## src/rtl/hazard_bypass_ctrl_pkg.sv

```systemverilog
// Shared types for the decode-stage hazard/bypass controller: the per-stage
// destination tag and the operand bit positions of the bypass vectors.
package hazard_bypass_ctrl_pkg;

  localparam int ADDR_SIZE = 5;

  localparam int RA_BIT = 1;
  localparam int RB_BIT = 0;

  localparam int N_STAGES = 3;
  localparam int ST_EX    = 0;
  localparam int ST_MEM   = 1;
  localparam int ST_WB    = 2;

  typedef struct packed {
    logic                 v;
    logic                 we;
    logic [ADDR_SIZE-1:0] rd;
    logic                 ld;
  } stage_tag_t;

endpackage

```

## src/rtl/bp_match.sv

```systemverilog
// Compares one in-flight stage tag with one decode source register.
// A hit means the stage holds a newer value of that register than the regfile.
module bp_match
  import hazard_bypass_ctrl_pkg::*;
(
  input  stage_tag_t           tag,
  input  logic [ADDR_SIZE-1:0] src,
  input  logic                 use_src,
  input  logic                 d_valid,
  output logic                 hit
);

  logic unused_tag_ld;
  assign unused_tag_ld = tag.ld;

  // r0 is hardwired zero, so a write to it never produces forwardable data
  assign hit = tag.v && tag.we && (tag.rd == src) && (src != '0) &&
               use_src && d_valid;

endmodule

```

## src/rtl/hazard_bypass_ctrl.sv

```systemverilog
// Decode-stage hazard controller: shifts destination tags through EX/MEM/WB,
// picks the youngest forwarding source per operand and detects load-use stalls.
module hazard_bypass_ctrl
  import hazard_bypass_ctrl_pkg::*;
#(
  parameter int ADDR_SIZE = hazard_bypass_ctrl_pkg::ADDR_SIZE,
  parameter int CNT_W     = 32
) (
  input  logic                 clk,
  input  logic                 rst_n,
  input  logic                 D_valid,
  input  logic [ADDR_SIZE-1:0] D_ra,
  input  logic [ADDR_SIZE-1:0] D_rb,
  input  logic                 D_use_ra,
  input  logic                 D_use_rb,
  input  logic                 D_we,
  input  logic [ADDR_SIZE-1:0] D_rd,
  input  logic                 D_ld,
  input  logic                 flush,
  output logic [1:0]           EX_D_bp,
  output logic [1:0]           MEM_D_bp,
  output logic [1:0]           WB_D_bp,
  output logic                 D_stall,
  output logic [CNT_W-1:0]     stall_cnt
);

  stage_tag_t          tags [N_STAGES];
  logic [N_STAGES-1:0] hit_ra;
  logic [N_STAGES-1:0] hit_rb;
  logic                lu_ra;
  logic                lu_rb;

  for (genvar s = 0; s < N_STAGES; s++) begin : g_stage
    bp_match u_match_ra (
      .tag     (tags[s]),
      .src     (D_ra),
      .use_src (D_use_ra),
      .d_valid (D_valid),
      .hit     (hit_ra[s])
    );
    bp_match u_match_rb (
      .tag     (tags[s]),
      .src     (D_rb),
      .use_src (D_use_rb),
      .d_valid (D_valid),
      .hit     (hit_rb[s])
    );
  end

  logic unused_wb_ld;
  assign unused_wb_ld = tags[ST_WB].ld;

  // A load in EX has no data yet: its hit becomes a stall instead of a bypass,
  // and it still masks the older stages because their value is stale.
  always_comb begin
    lu_ra    = hit_ra[ST_EX] & tags[ST_EX].ld;
    lu_rb    = hit_rb[ST_EX] & tags[ST_EX].ld;
    D_stall  = (lu_ra | lu_rb) & ~flush;

    EX_D_bp  = '0;
    MEM_D_bp = '0;
    WB_D_bp  = '0;

    EX_D_bp[RA_BIT]  = hit_ra[ST_EX] & ~tags[ST_EX].ld;
    EX_D_bp[RB_BIT]  = hit_rb[ST_EX] & ~tags[ST_EX].ld;
    MEM_D_bp[RA_BIT] = hit_ra[ST_MEM] & ~hit_ra[ST_EX];
    MEM_D_bp[RB_BIT] = hit_rb[ST_MEM] & ~hit_rb[ST_EX];
    WB_D_bp[RA_BIT]  = hit_ra[ST_WB] & ~hit_ra[ST_EX] & ~hit_ra[ST_MEM];
    WB_D_bp[RB_BIT]  = hit_rb[ST_WB] & ~hit_rb[ST_EX] & ~hit_rb[ST_MEM];
  end

  always_ff @(posedge clk or negedge rst_n) begin
    if (!rst_n) begin
      for (int s = 0; s < N_STAGES; s++) begin
        tags[s] <= '0;
      end
    end else begin
      tags[ST_WB]     <= tags[ST_MEM];
      tags[ST_MEM]    <= tags[ST_EX];
      tags[ST_EX].v   <= D_valid & ~D_stall & ~flush;
      tags[ST_EX].we  <= D_we;
      tags[ST_EX].rd  <= D_rd;
      tags[ST_EX].ld  <= D_ld;
    end
  end

  always_ff @(posedge clk or negedge rst_n) begin
    if (!rst_n) begin
      stall_cnt <= '0;
    end else if (D_stall && (stall_cnt != {CNT_W{1'b1}})) begin
      stall_cnt <= stall_cnt + 1'b1;
    end
  end

endmodule

```

## config.mk

```make
export PLATFORM = sky130hd
export DESIGN_NAME = hazard_bypass_ctrl
export DESIGN_NICKNAME = d
export VERILOG_FILES = /design/src/rtl/hazard_bypass_ctrl_pkg.sv /design/src/rtl/bp_match.sv /design/src/rtl/hazard_bypass_ctrl.sv
export SDC_FILE = /design/constraint.sdc
export NUM_CORES = 1
export LEC_CHECK = 0
export CORE_MARGIN = 2
export CORE_UTILIZATION = 50
export DETAILED_ROUTE_END_ITERATION = 8
export PLACE_DENSITY = 0.92
export SKIP_LAST_GASP = 1
export SLEW_MARGIN = 20
export SYNTH_ARGS = -nofsm -noshare
export SYNTH_HDL_FRONTEND = slang
export SYNTH_HIERARCHICAL = 1
export SYNTH_SLANG_ARGS = --single-unit
```

## constraint.sdc

```tcl
create_clock -name clk -period 2.9 [get_ports clk]
set_input_delay 0.435 -clock clk [delete_from_list [all_inputs] [get_ports clk]]
set_output_delay 0.435 -clock clk [all_outputs]
set_load 0.05 [all_outputs]
```

==> reports/metrics.csv <==
stage,metric,value,unit
final_layout,footprint of the multi-input gates,1270,µm²
die,core area,5070,µm²
sta,Final Max Tran Viols,0,
grt,largest net degree at the start of global routing,55,
final_layout,# diodes,0,
final_layout,P&R area growth vs syn,38.1,%
grt,"Remaining Overflow, GRT",0,
worst_setup_path,worst r2r src,stall_cnt[0]$_DFFE_PN0P_,
die,Die Width,76.3,µm
clocking,H-tree depth,2,
detailed_routing,Wirelength per Cell,16.3,µm
worst_setup_path,CP Cell Sequence,clkdlybuf4s50_1 > xnor2_1 > nand3_1 > a2111oi_4 > nor2_1 > or3b_4 > inv_2 > buf_4 > buf_12,
yosys,Syn Nets,259,
sta,final setup fails,0,
yosys,Mapped Area,2610,µm²
yosys,synth warn,6,
die,Top Ports,62,
grt,initial antenna violation count,0,
worst_setup_path,worst r2r path cells,7,
final_layout,# fillers,370,
clocking,CTS tree,built,
placed_design,DP Wirelength,4.78,mm
worst_setup_path,CP max FO,4,
grt,gr usage total,0.233,
clocking,Clock Path Buffers,2,
clocking,clock-pin transition on the worst setup and hold timing paths,0.10,ns
die,Std-Cell Rows,26,
worst_setup_path,max incr delay on CP,0.58,ns
pwr,PwrDens,367,nW/µm²
final_layout,layout cell share with drive strength beyond 1,0.142,
worst_setup_path,Reg2Reg Setup Slack,0.35,ns
pwr,VDD IR-drop max,0.000251,V
sta,Slew Limit Headroom,0.517,
grt,global routing's busiest layer,met2,
worst_setup_path,Crit Path Class,in -> out,
worst_setup_path,arrival time at the worst endpoint,2.40,ns
detailed_routing,residual DRC count,0,
pwr,leakage,1.51,nW
clocking,hold_buf cts,0,
placed_design,Placed Area,3460,µm²
die,Die H,76.3,µm
sta,Slew @ Worst Pin,0.717,ns
clocking,Root Driver,clkbuf_8,
worst_setup_path,Worst Path Required,2.47,ns
grt,grt met3 use,0.0509,
die,DIE AREA,5810,µm²
die,Starting Density,0.514,
yosys,Post-Synthesis Cells,235,
clocking,clk_lat worst skew,0.31,ns
sta,Tcrit/Tclk final,0.976,
placed_design,placed cells,385,
grt,met1 Use GR,0.311,
detailed_routing,via count,2219,
detailed_routing,initial DRC count,134,
sta,highest clock rate,353,MHz
final_layout,fin cells,394,
clocking,CTS Buf Count,5,
status,outcome,completed,
min_path,Hold Crit Class,in -> async,
grt,vias in the first global route,2249,
clocking,clock sink total,54,
grt,met2 usage in global routing,0.385,
job,max-cap check violation count,0,
placed_design,routability cong.,0.924,
sta,setup_tns,0,ns
detailed_routing,Antenna Violating Nets Remaining,0,
sta,Tmin final,2.83,ns
sta,Setup Skew,0.0153,ns
worst_setup_path,RR Endpoint,stall_cnt[6]$_DFFE_PN0P_,
worst_setup_path,Crit. End Element,output port,
final_layout,Final nets,347,
final_layout,design area,3600,µm²
placed_design,Port Buffers,61,
sta,"Hold Vio Cnt, Final",0,
detailed_routing,drt via density,5.63,
detailed_routing,Initial DRT Pass Iterations,4,
final_layout,Storage cell area,1350,µm²
worst_setup_path,slowest CP cell,clkdlybuf4s50_1,
yosys,average size of a mapped cell,11.1,µm²
detailed_routing,WL final,6.43,mm
worst_setup_path,CP Launch Type,input port,
sta,worst hold slack,0.228,ns
grt,first-pass GRT wire length,10.9,mm
[metrics by stage]
step                      utilization  setup slack (ns)  power, mW
after floorplan                     -             0.259      0.837
after global placement          0.682            -0.117      0.917
after detailed placement        0.682            -0.181      0.921
after CTS                       0.702            0.0398       1.33
after global routing            0.710          -0.00180       1.39
final                           0.710            0.0696       1.32
[timing repair]
item                                    CTS  global route
resized for setup                         3             6
pin swaps                                 0             1
endpoints found under the setup margin    1             1
buffers inserted                          0             1
[worst max path at each step]
stage	slack, ns	cells past startpoint	start	endpoint
after floorplan	0.26	9	D_ra[4]	stall_cnt[3]$_DFFE_PN0P_
after global placement	-0.12	9	D_ra[1]	stall_cnt[31]$_DFFE_PN0P_
after global routing	-0.002	6	D_rb[1]	WB_D_bp[0]
after detailed placement	-0.18	11	D_ra[3]	stall_cnt[6]$_DFFE_PN0P_
final	0.07	9	D_rb[1]	D_stall
after CTS	0.04	8	D_valid	D_stall
[cells in the final DEF, fill, tap and decap left out, types with 2 or more instances in the layout]
master           count
a2111oi_1            4
a2111oi_4            2
and3_1               3
and4_1               2
buf_12               3
buf_4               25
clkbuf_8             5
clkdlybuf4s50_1     49
dfrtp_1             54
dlymetal6s2s_1       4
inv_1                2
nand2_1             23
nand3_1             13
nand4_1             23
nor2_1              12
nor2b_1              4
nor3_1               9
nor3b_1              3
nor4_1               7
o41ai_1              6
or4_4                2
xnor2_1             35
xor2_1              20
[power by group]
| group | switching [mW] | internal (mW) | leakage [nW] |
|---|---|---|---|
| sequential | 0.0166 | 0.768 | 0.702 |
| combinational | 0.0622 | 0.0636 | 0.762 |
| clock | 0.241 | 0.171 | 0.0452 |
[layout make-up]
type / instances / share of cell area
multi-input combinational: 177 / 0.353
tap: 70 / 0.0243
clock inverter: 2 / 0.00382
timing repair buffer: 82 / 0.220
clock buffer: 6 / 0.0201
sequential: 54 / 0.375
inverter: 3 / 0.00312
[metal layers]
layer	part of all wire	wire length, µm	up-vias
met1	0.43	2800	1087
met5	0	0	-
met4	0.017	112	0
li1	-	-	1039
met3	0.062	400	9
met2	0.49	3120	84
[worst max-delay path, delay by kind of cell]
| kind | cells | cell delay, ns |
|---|---|---|
| AOI/OAI and AO/OA | 1 | 0.23 |
| xor gates and xnor gates | 1 | 0.15 |
| buffers and inverters | 4 | 0.96 |
| and+or+nand+nor | 3 | 0.62 |
[registers in the layout, indices dropped and copies added (netlist names)]
register   cells
tags          22
stall_cnt     32
No activity file was read; power rests on OpenSTA's default activity.
==> patch 1 (same settings) <==
Put one more register stage on the output `stall_cnt`, with the module's reset. The value now appears one clock later. The other outputs are not delayed to match.
--- a/src/rtl/hazard_bypass_ctrl.sv
+++ b/src/rtl/hazard_bypass_ctrl.sv
@@ -23,6 +23,8 @@
   output logic                 D_stall,
   output logic [CNT_W-1:0]     stall_cnt
 );
+
+  logic [CNT_W-1:0] stall_cnt_s0;
 
   stage_tag_t          tags [N_STAGES];
   logic [N_STAGES-1:0] hit_ra;
@@ -86,9 +88,17 @@
 
   always_ff @(posedge clk or negedge rst_n) begin
     if (!rst_n) begin
+      stall_cnt_s0 <= '0;
+    end else if (D_stall && (stall_cnt_s0 != {CNT_W{1'b1}})) begin
+      stall_cnt_s0 <= stall_cnt_s0 + 1'b1;
+    end
+  end
+
+  always_ff @(posedge clk or negedge rst_n) begin
+    if (!rst_n) begin
       stall_cnt <= '0;
-    end else if (D_stall && (stall_cnt != {CNT_W{1'b1}})) begin
-      stall_cnt <= stall_cnt + 1'b1;
+    end else begin
+      stall_cnt <= stall_cnt_s0;
     end
   end
 
Formal check against the unedited RTL: not equivalent (a bounded check fails within 4 cycles, from zero or initial values and one cycle with rst_n low).
==> patch 1 against the original RTL <==
- total power is 75% higher
- clock skew fell by 7.7 ps
- hold slack got worse by 110 ps
- routed wire length increased by 23%
- maximum frequency up 0.81%
- synthesized area up 34%
- final area rose by 28%
- setup slack improved by 23 ps
- die area increased by 32%
- sequential cell count grew 32
- global-route usage decreased by 1.0 points
- count of clock-buffer cells in the layout is 5 higher
- critical path depth decreased by 1
- highest routed layer unchanged
==> patch 1: results (changes against the original RTL) <==
routability congestion estimate=0.905 (was 0.924); Largest regs=stall_cnt: 32 flops, stall_cnt_s0: 32 flops, tags: 22 flops (was stall_cnt: 32 flops, tags: 22 flops); Critical-path top delay cell=o41ai_2 (was clkdlybuf4s50_1); DR WL/cell=17.7 µm (was 16.3 µm); Clock Latency Late Sink=350 ps (was 310 ps); setup ws final=92.2 ps (was 69.6 ps); layout cells sized above 1=0.155 (was 0.142); maximum vdd ir drop=0.000324 V (was 0.000251 V); Leakage=1.99 nW (was 1.51 nW); via count=2529 (was 2219); CTS buffer count=9 (was 5); H-tree lvl count=3 (was 2); placed cell areas=0.00433 mm² (was 0.00346 mm²); clock skew=7.60 ps (was 15.3 ps); GRT Resource Usage Total=0.223 (was 0.233); Critical path origin=D_ra[1] (was D_rb[1]); pre-CTS WS=-203 ps (was -181 ps); reg2reg start=tags[21] (was stall_cnt[0]); Syn Inst Count=276 (was 235); Arr. time, crit path=2370 ps (was 2400 ps); Mapped Nets=300 (was 259); Placed Cells=432 (was 385); # nets final=387 (was 347); Worst R2R Path Depth=8 (was 7); status=finished clean (unchanged)
## patch 1: power by group
part           internal [mW]  switching, mW  total, mW  leakage, nW
Clock                  0.532          0.413      0.945        0.116
Sequential              1.21         0.0179       1.23         1.14
Combinational         0.0655         0.0735      0.139        0.729
Total                   1.81          0.505       2.32         1.99
## patch 1: area by class of cell
class,count,area (µm²)
well taps,80,100
flip-flops and latches,86,2150
repair buffers,80,774
fillers,453,2140
inverters,2,7.51
clock inverters,5,81.3
clock buffers,11,151
multi-input cells,184,1350
## patch 1: worst paths after layout
| check | end | slack [ps] |
|---|---|---|
| max | D_stall | 90 |
| max in group asynchronous | tags[7] | 2280 |
| min reg2reg | tags[15] | 410 |
| min | stall_cnt[17] | 110 |
| max reg2reg | stall_cnt_s0[10] | 370 |
| min in group clk | tags[15] | 410 |
## patch 1: layer usage
metal / vias to the layer above / GRT usage / routed length, µm
met5: - / 0 / 0
li1: 1153 / - / -
met2: 116 / 0.369 / 4060
met3: 8 / 0.0521 / 505
met4: 0 / 0.0741 / 86
met1: 1252 / 0.290 / 3260
## patch 1: timing repair
| item | in CTS | in global routing |
|---|---|---|
| pin swaps | 0 | 0 |
| endpoints found under the setup margin | 1 | 3 |
| endpoints found under the hold margin | 0 | 0 |
| resized for setup | 4 | 3 |
| hold buffers | 0 | 0 |
| gates cloned | 0 | 0 |
## patch 1: worst max-delay path, delay by kind of cell
family,cells,cell delay [ps]
AOI/OAI and AO/OA,3,920
buffers and inverters,4,950
and+or+nand+nor,1,50
==> patch 2 (config.mk and constraints unchanged) <==
Made on the original files. Change the package constant `ADDR_SIZE` from 5 to 10.
--- a/src/rtl/hazard_bypass_ctrl_pkg.sv
+++ b/src/rtl/hazard_bypass_ctrl_pkg.sv
@@ -2,7 +2,7 @@
 // destination tag and the operand bit positions of the bypass vectors.
 package hazard_bypass_ctrl_pkg;
 
-  localparam int ADDR_SIZE = 5;
+  localparam int ADDR_SIZE = 10;
 
   localparam int RA_BIT = 1;
   localparam int RB_BIT = 0;
Interface: changed (resized D_ra, D_rb and D_rd); port bits go from 62 to 77. The function was not compared with the original's and may differ.
==> patch 2 against the original RTL <==
- the run now ends with setup timing left
- setup slack worse by 73 ps
- synthesized area is 30% higher
- sequential cell count is 15 higher
- critical endpoint is now WB_D_bp[1]
- total power is 54% higher
- largest cell class is now multi-input gates
- highest routed layer unchanged
- largest power group unchanged
- final area is 42% higher
- core utilization is 5.3 points higher
- routed wire length is 50% higher
- synthesized cell count is 26% higher
- via count is 31% higher
==> patch 2: results (changes against the original RTL) <==
Critical-path top delay cell=or4_4 (was clkdlybuf4s50_1); RR Endpoint=stall_cnt[27] (was stall_cnt[6]); fraction of area in multi-input gates=0.370 (was 0.353); final wirelength=9680 µm (was 6430 µm); clock skew=9.08 ps (was 15.3 ps); Setup Fix Bufs, Post-CTS=2 (was 0); syn_area_per_cell=11.5 µm² (was 11.1 µm²); Util after Layout=0.763 (was 0.710); DP Wirelength=6620 µm (was 4780 µm); placed cell areas=0.00468 mm² (was 0.00346 mm²); routability congestion estimate=0.903 (was 0.924); H-tree lvl count=3 (was 2); Placed Cells=493 (was 385); number of non-clock buffers=119 (was 82); multi-input logic cell count=223 (was 177); initial antenna violation count=0 (unchanged); first-pass GRT wire length=15200 µm (was 10900 µm); setup tns final=-3.24 ps (was 0 ps); Worst R2R Path Depth=9 (was 7); clk sinks=69 (was 54); Leakage=2.09 nW (was 1.51 nW); GRT Resource Usage Total=0.268 (was 0.233); crit path to=WB_D_bp[1] (was D_stall); final non-filler cell total=509 (was 394); post-cts resize count=26 (was 3); Detailed Route Iter0 Violations=107 (was 134); failing checks=setup timing; reg2reg start=tags[32] (was stall_cnt[0]); Core ar.=0.00668 mm² (was 0.00507 mm²); # fillers=432 (was 370); Clock buf/inv share=0.0395 (was 0.0240); Max Root-Sink Buffers=2 (unchanged); Largest register FFs=37 (was 32); Clock Latency Late Sink=340 ps (was 310 ps); Non-clock buffers, area share=0.231 (was 0.220); # nets final=463 (was 347); crit path max fanout=3 (was 4); layout cells sized above 1=0.238 (was 0.142); CTS buffer count=9 (was 5); maximum vdd ir drop=0.000281 V (was 0.000251 V); Setup violations, final=1 (was 0); CP peak stage delay=450 ps (was 580 ps); status=finished with violations (was finished clean); clock slew at reported path FFs=70 ps (was 100 ps); setup ws final=-3.24 ps (was 69.6 ps); layout clock buffer count=11 (was 6); Mapped Nets=335 (was 259); vias in the first global route=3138 (was 2249); Inverters=2 (was 3); register share of the cell area=0.339 (was 0.375); drt first pass iters=5 (was 4); Port Buffers=76 (was 61); largest net degree at the start of global routing=40 (was 55); Vias/cell=5.72 (was 5.63); Arr. time, crit path=2470 ps (was 2400 ps); Critical path origin=D_ra[9] (was D_rb[1])
patch 2: per-layer routing:
metal | vias up | GRT usage | share of wire
li1 | 1324 | - | -
met1 | 1451 | 0.321 | 0.40
met2 | 114 | 0.459 | 0.52
met3 | 20 | 0.0762 | 0.062
met4 | 0 | 0.101 | 0.024
met5 | - | 0 | 0
patch 2: per-stage QoR:
| step | hold WS (ps) | worst slack, ps |
|---|---|---|
| after floorplan | 139 | 11.0 |
| after global placement | 389 | -423 |
| after detailed placement | 399 | -498 |
| after CTS | 207 | -21.7 |
| after global routing | 243 | -75.0 |
| final | 191 | -3.24 |
patch 2: power by group through the flow:
stage	Sequential (mW)	Clock, mW	Combinational [mW]
floorplan	1.03	0	0.0779
global placement	1.03	0	0.210
detailed placement	1.03	0	0.217
CTS	1.01	0.797	0.223
global route	1.02	0.848	0.255
finish	1.02	0.779	0.237
